<file path="src/rtl/tiny_dnn_pkg.sv">
// Shared definitions for the tiny_dnn parameter-load path.
// Lane count default, idle group select and the load FSM states.
package tiny_dnn_pkg;

  localparam int F_NUM_DEF = 16;

  localparam logic [3:0] PRM_IDLE_SEL = 4'hF;

  typedef enum logic [1:0] {
    ST_IDLE,
    ST_LOAD,
    ST_DONE
  } prm_state_e;

endpackage

</file>
<file path="src/rtl/prm_load_ctrl.sv">
// Parameter load controller: steers a 4-lane beat stream into
// tiny_dnn_core weight/bias slots, one write group at a time.
module prm_load_ctrl
  import tiny_dnn_pkg::*;
#(
  parameter int F_NUM = F_NUM_DEF,
  parameter int GRP   = F_NUM / 4
) (
  input  logic       clk,
  input  logic       rst_n,
  input  logic       start,
  input  logic       bwrite,
  input  logic [9:0] fs,
  input  logic       hold,
  input  logic       src_valid,
  input  logic       src_last,
  output logic       src_ready,
  output logic       wr_en,
  output logic [3:0] prm_v,
  output logic [9:0] prm_a,
  output logic       busy,
  output logic       done,
  output logic       err
);

  localparam logic [3:0] GRP_LAST = 4'(GRP - 1);

  prm_state_e state_q;
  logic [3:0] prm_v_q;
  logic [9:0] prm_a_q;
  logic [9:0] lim_m1_q;
  logic       err_q;

  logic       a_wrap;
  logic       final_beat;

  assign src_ready  = (state_q == ST_LOAD) & ~hold;
  assign wr_en      = src_valid & src_ready;
  assign a_wrap     = (prm_a_q == lim_m1_q);
  assign final_beat = a_wrap & (prm_v_q == GRP_LAST);

  assign prm_v = prm_v_q;
  assign prm_a = prm_a_q;
  assign busy  = (state_q != ST_IDLE);
  assign done  = (state_q == ST_DONE);
  assign err   = err_q;

  always_ff @(posedge clk or negedge rst_n) begin
    if (!rst_n) begin
      state_q  <= ST_IDLE;
      prm_v_q  <= PRM_IDLE_SEL;
      prm_a_q  <= '0;
      lim_m1_q <= '0;
      err_q    <= 1'b0;
    end else begin
      unique case (state_q)
        ST_IDLE: begin
          if (start) begin
            err_q    <= 1'b0;
            prm_v_q  <= '0;
            prm_a_q  <= '0;
            // store lim-1 so the wrap compare needs no subtractor
            lim_m1_q <= bwrite ? 10'd0 : fs - 10'd1;
            if (!bwrite && fs == 10'd0) begin
              state_q <= ST_DONE;
              err_q   <= 1'b1;
            end else begin
              state_q <= ST_LOAD;
            end
          end
        end
        ST_LOAD: begin
          if (wr_en) begin
            if (final_beat) begin
              state_q <= ST_DONE;
              err_q   <= err_q | ~src_last;
              prm_a_q <= '0;
              prm_v_q <= prm_v_q + 4'd1;
            end else if (src_last) begin
              state_q <= ST_DONE;
              err_q   <= 1'b1;
            end else if (a_wrap) begin
              prm_a_q <= '0;
              prm_v_q <= prm_v_q + 4'd1;
            end else begin
              prm_a_q <= prm_a_q + 10'd1;
            end
          end
        end
        ST_DONE: begin
          state_q <= ST_IDLE;
          prm_v_q <= PRM_IDLE_SEL;
          prm_a_q <= '0;
        end
        default: begin
          state_q <= ST_IDLE;
        end
      endcase
    end
  end

endmodule

</file>
<file path="config.mk">
export PLATFORM = sky130hd
export DESIGN_NAME = prm_load_ctrl
export DESIGN_NICKNAME = d
export VERILOG_FILES = /design/src/rtl/tiny_dnn_pkg.sv /design/src/rtl/prm_load_ctrl.sv
export SDC_FILE = /design/constraint.sdc
export NUM_CORES = 1
export LEC_CHECK = 0
export ABC_AREA = 1
export CELL_PAD_IN_SITES_DETAIL_PLACEMENT = 1
export CELL_PAD_IN_SITES_GLOBAL_PLACEMENT = 1
export CORE_ASPECT_RATIO = 0.8
export CORE_MARGIN = 1.5
export CORE_UTILIZATION = 37
export DETAILED_ROUTE_END_ITERATION = 6
export MAX_ROUTING_LAYER = met4
export PLACE_DENSITY_LB_ADDON = 0.1
export SLEW_MARGIN = 0
export SYNTH_ARGS = -nofsm -noshare
export SYNTH_HDL_FRONTEND = slang
export SYNTH_SLANG_ARGS = --single-unit
</file>
<file path="constraint.sdc">
create_clock -name clk -period 1.84 [get_ports clk]
set_input_delay 0.368 -clock clk [delete_from_list [all_inputs] [get_ports clk]]
set_output_delay 0.368 -clock clk [all_outputs]
set_load 0.03 [all_outputs]
</file>
==> impl.org <==
** Critical path
- Worst Setup Path Type :: register to output pin
- STA classifies the critical path endpoint as an output pin.
- Data arrival time of the worst path :: 1.41 ns
- Endpoint required time on the critical path :: 1.47 ns
- STA classifies the critical path startpoint as a register.
- Start point of the critical path :: state_q[1]$_DFFE_PN0P_
- Largest fanout on the critical path :: 4
- The worst register-to-register path begins at state_q[1]$_DFFE_PN0P_.

** Clock tree
- Hold Buf Count CTS :: 0
- Clock tree synthesis selected as its root buffer the cell sky130_fd_sc_hd__clkbuf_8.
- TritonCTS Buffers :: 3
- For this design, the sink count on the clock tree is 27.
- Clock-pin slew was measured on the worst setup and hold paths at 0.09 ns.
- TritonCTS built the clock tree.
- In this run the number of H-tree levels came out at 1.
- The clock reaches the later pin of the worst-skew pair after 0.27 ns.
- CTS max path bufs :: 2

** Placed design
- Final HPWL from detailed placement :: 3870 um
- Count of port buffers added during placement :: 35
- Global placement routability congestion :: 0.919
- Total cell area at the placement stage :: 2280 um2

** Layout
- # nets final :: 322
- In the final layout, the share of cells above drive strength 1 is 0.142.
- Top library cells by usage in the layout, fill and taps aside :: 72 x sky130_fd_sc_hd__nand2_1, 38 x sky130_fd_sc_hd__inv_1, 22 x sky130_fd_sc_hd__clkdlybuf4s50_1
- Commonest non-fill, non-tap cell in the layout :: sky130_fd_sc_hd__nand2_1
- The finished cells cover 2360 um2.
- The repair_antennas step left the layout with diodes totalling 0.
- Count of fill cells added during filler insertion :: 616
- Relative to the synthesized area, the layout overhead comes to 30.6%.

** Die
- Die area :: 5310 um2
- 36 I/O pins were placed.
- The die is 81.1 um wide.
- Measured along the y axis, the die boundary spans 65.5 um.
- The floorplan has 22 rows.
- Core area :: 4620 um2
- Initial Utilization :: 0.390

** STA
- At the pin with the least slew margin, the transition time is 0.357 ns.
- Based on the critical path, the design can be clocked at up to 562 MHz.
- Number of endpoints with negative hold slack in the final report :: 0
- Setup violations remaining at the end of the flow were counted as 0.
- The clock arrives with 0.00502 ns of skew.
- Setup repair after global routing could not meet its margin everywhere.
- In this run the tightest slew margin relative to its limit is 0.762.
- The smallest clock period supported by the final layout is computed as 1.78 ns.
- Final critical-path share of the clock period :: 0.967
- Final max-slew violation count :: 0

** Logic synthesis
- The cell count after synthesis came out at 249.
- In this run, distinct cell masters in the synthesized netlist total 30.
- Main synth FF type :: sky130_fd_sc_hd__dfrtp_1
- Number of flops mapped to enable cells by yosys :: 0
- Yosys synthesis warning count :: 0
- When the netlist entered floorplanning its net count stood at 274.
- Synthesis inferred 27 register bits.
- Dividing the synthesized area by the synthesized cell count gives 7.25 um2.
- Synthesized cell area :: 1800 um2
- After synthesis, the share of flip-flops with an asynchronous set or reset is 1.00.
- Portion of the post-synthesis area used by sequential elements :: 0.377

** Power
- The share of total power dissipated in combinational logic is 0.565.
- Sw Share :: 0.477
- Leakage power :: 1.09 nW
- Internal power summed over all cells :: 1.56 mW
- In this run the power density over the cells is 1270 nW/um2.
- Across the VDD grid, the largest voltage drop is 0.000610 V.
- Switching Power :: 1.42 mW
- Of the total power, the clock network draws 0.112.
- Overall power consumption after layout is estimated at 2.99 mW.
- The share of total power dissipated in sequential elements is 0.322.

** Min path
- In this run the worst hold path is classified as input port to async pin.

** Run status
- Status :: finished clean

** Routing
- The routed design has 4780 um of wire.
- First-iteration detailed-routing DRC count :: 53
- Average wire per cell in the routed design :: 13.4 um
- Via density per instance :: 4.87
- Number of nets still failing antenna checks after routing :: 0
- For this run, the detailed router's first-pass iteration total came to 4.
- After detailed routing, the number of remaining DRC violations is 0.
- Across all layers, the routed design uses 1733 vias.

** Job
- Count of max-cap constraint violations :: 0

** Global route
- Number of antenna violations at the first check in global routing :: 0
- The first global-routing pass estimated 8410 um of wire.
- Across every metal layer, demand over resource in global routing totals 0.210.
- The number of global-route vias before repair was 1750.
- Total overflow reported by the global router :: 0
- Largest net degree at the start of global routing :: 28
==> kinds of logic after synthesis <==
family / synth area share
AND/OR/NAND/NOR: 0.286
AO/OA/AOI/OAI: 0.145
buffers and inverters: 0.0978
flip-flops: 0.377
XOR/XNOR: 0.0388
adder cells (fa/ha/maj): 0.0555
==> power by group through the flow <==
stage / Combinational, mW / Clock [mW] / Sequential, mW
6_report: 1.69 / 0.336 / 0.962
3_5_place_dp: 1.69 / 0 / 0.969
5_1_grt: 1.89 / 0.380 / 0.993
3_3_place_gp: 1.65 / 0 / 0.959
2_1_floorplan: 1.10 / 0 / 1.03
4_1_cts: 1.67 / 0.354 / 0.955
==> registers in the layout, summed over array words and instances (netlist names) <==
signal / cells
lim_m1_q: 10
prm_v: 4
err: 1
prm_a: 10
state_q: 2
==> critical path, cell delays in order (launching register included) <==
cell and delay, ns:
sky130_fd_sc_hd__dfrtp_1 0.42, sky130_fd_sc_hd__inv_2 0.08, sky130_fd_sc_hd__buf_4 0.13, sky130_fd_sc_hd__ha_1 0.22
sky130_fd_sc_hd__inv_1 0.12, sky130_fd_sc_hd__buf_4 0.17
==> cells in the mapped netlist, drive strengths merged, types with 2 or more instances <==
master  instances  area share
nand2          75        0.16
a21oi           4       0.011
dfrtp          23        0.32
xnor2           3       0.015
xor2            5       0.024
dfstp           4       0.058
inv            41       0.085
o21ai          31       0.092
o22ai           7       0.024
buf             2       0.010
nor3            6       0.017
nand3           9       0.033
nor2           18       0.043
ha              8       0.055
nand4           6       0.021
==> stage by stage <==
stage | worst slack (ns) | hold WS, ns | utilization | cells | setup TNS, ns
after floorplan | -0.00613 | 0.0724 | - | 249 | -0.0144
after global placement | 0.0131 | 0.484 | 0.492 | 350 | 0
after detailed placement | -0.0350 | 0.489 | 0.492 | 350 | -0.0402
after CTS | 0.00273 | 0.470 | 0.500 | 354 | 0
after global routing | -0.0167 | 0.492 | 0.509 | 356 | -0.0238
final | 0.0613 | 0.464 | 0.509 | 356 | 0
==> worst paths after layout <==
check | end | slack (ns) | cells past startpoint
min | prm_a[0]$_DFFE_PN0P_ | 0.46 | 2
min reg2reg | prm_v[1]$_DFFE_PN1P_ | 0.50 | 2
max in group asynchronous | prm_v[0]$_DFFE_PN1P_ | 1.07 | 2
min in group clk | prm_v[1]$_DFFE_PN1P_ | 0.50 | 2
max | busy | 0.06 | 5
max reg2reg | prm_a[9]$_DFFE_PN0P_ | 0.16 | 8
==> area by class of cell <==
class                           instances  area, um2  area share
Timing Repair Buffer                   45        413       0.175
Tap cell                               60       75.1      0.0319
Clock buffer                            4       45.0      0.0191
Inverter                               42        158      0.0669
Multi-Input combinational cell        178        982       0.417
Sequential cell                        27        683       0.290
==> what timing repair did <==
item	4_1_cts	5_1_grt
endpoints found under the setup margin	9	15
endpoints found under the hold margin	0	0
buffers inserted	0	2
pin swaps	0	0
gates resized for setup	9	9
==> layer usage <==
layer | up-vias | wire length, um | track usage
li1 | 895 | - | -
met2 | 35 | 2130 | 0.328
met1 | 801 | 2480 | 0.292
met5 | - | 0 | -
met3 | 2 | 142 | 0.0347
met4 | 0 | 27 | 0.0345
Power figures use the tool's default switching activity.
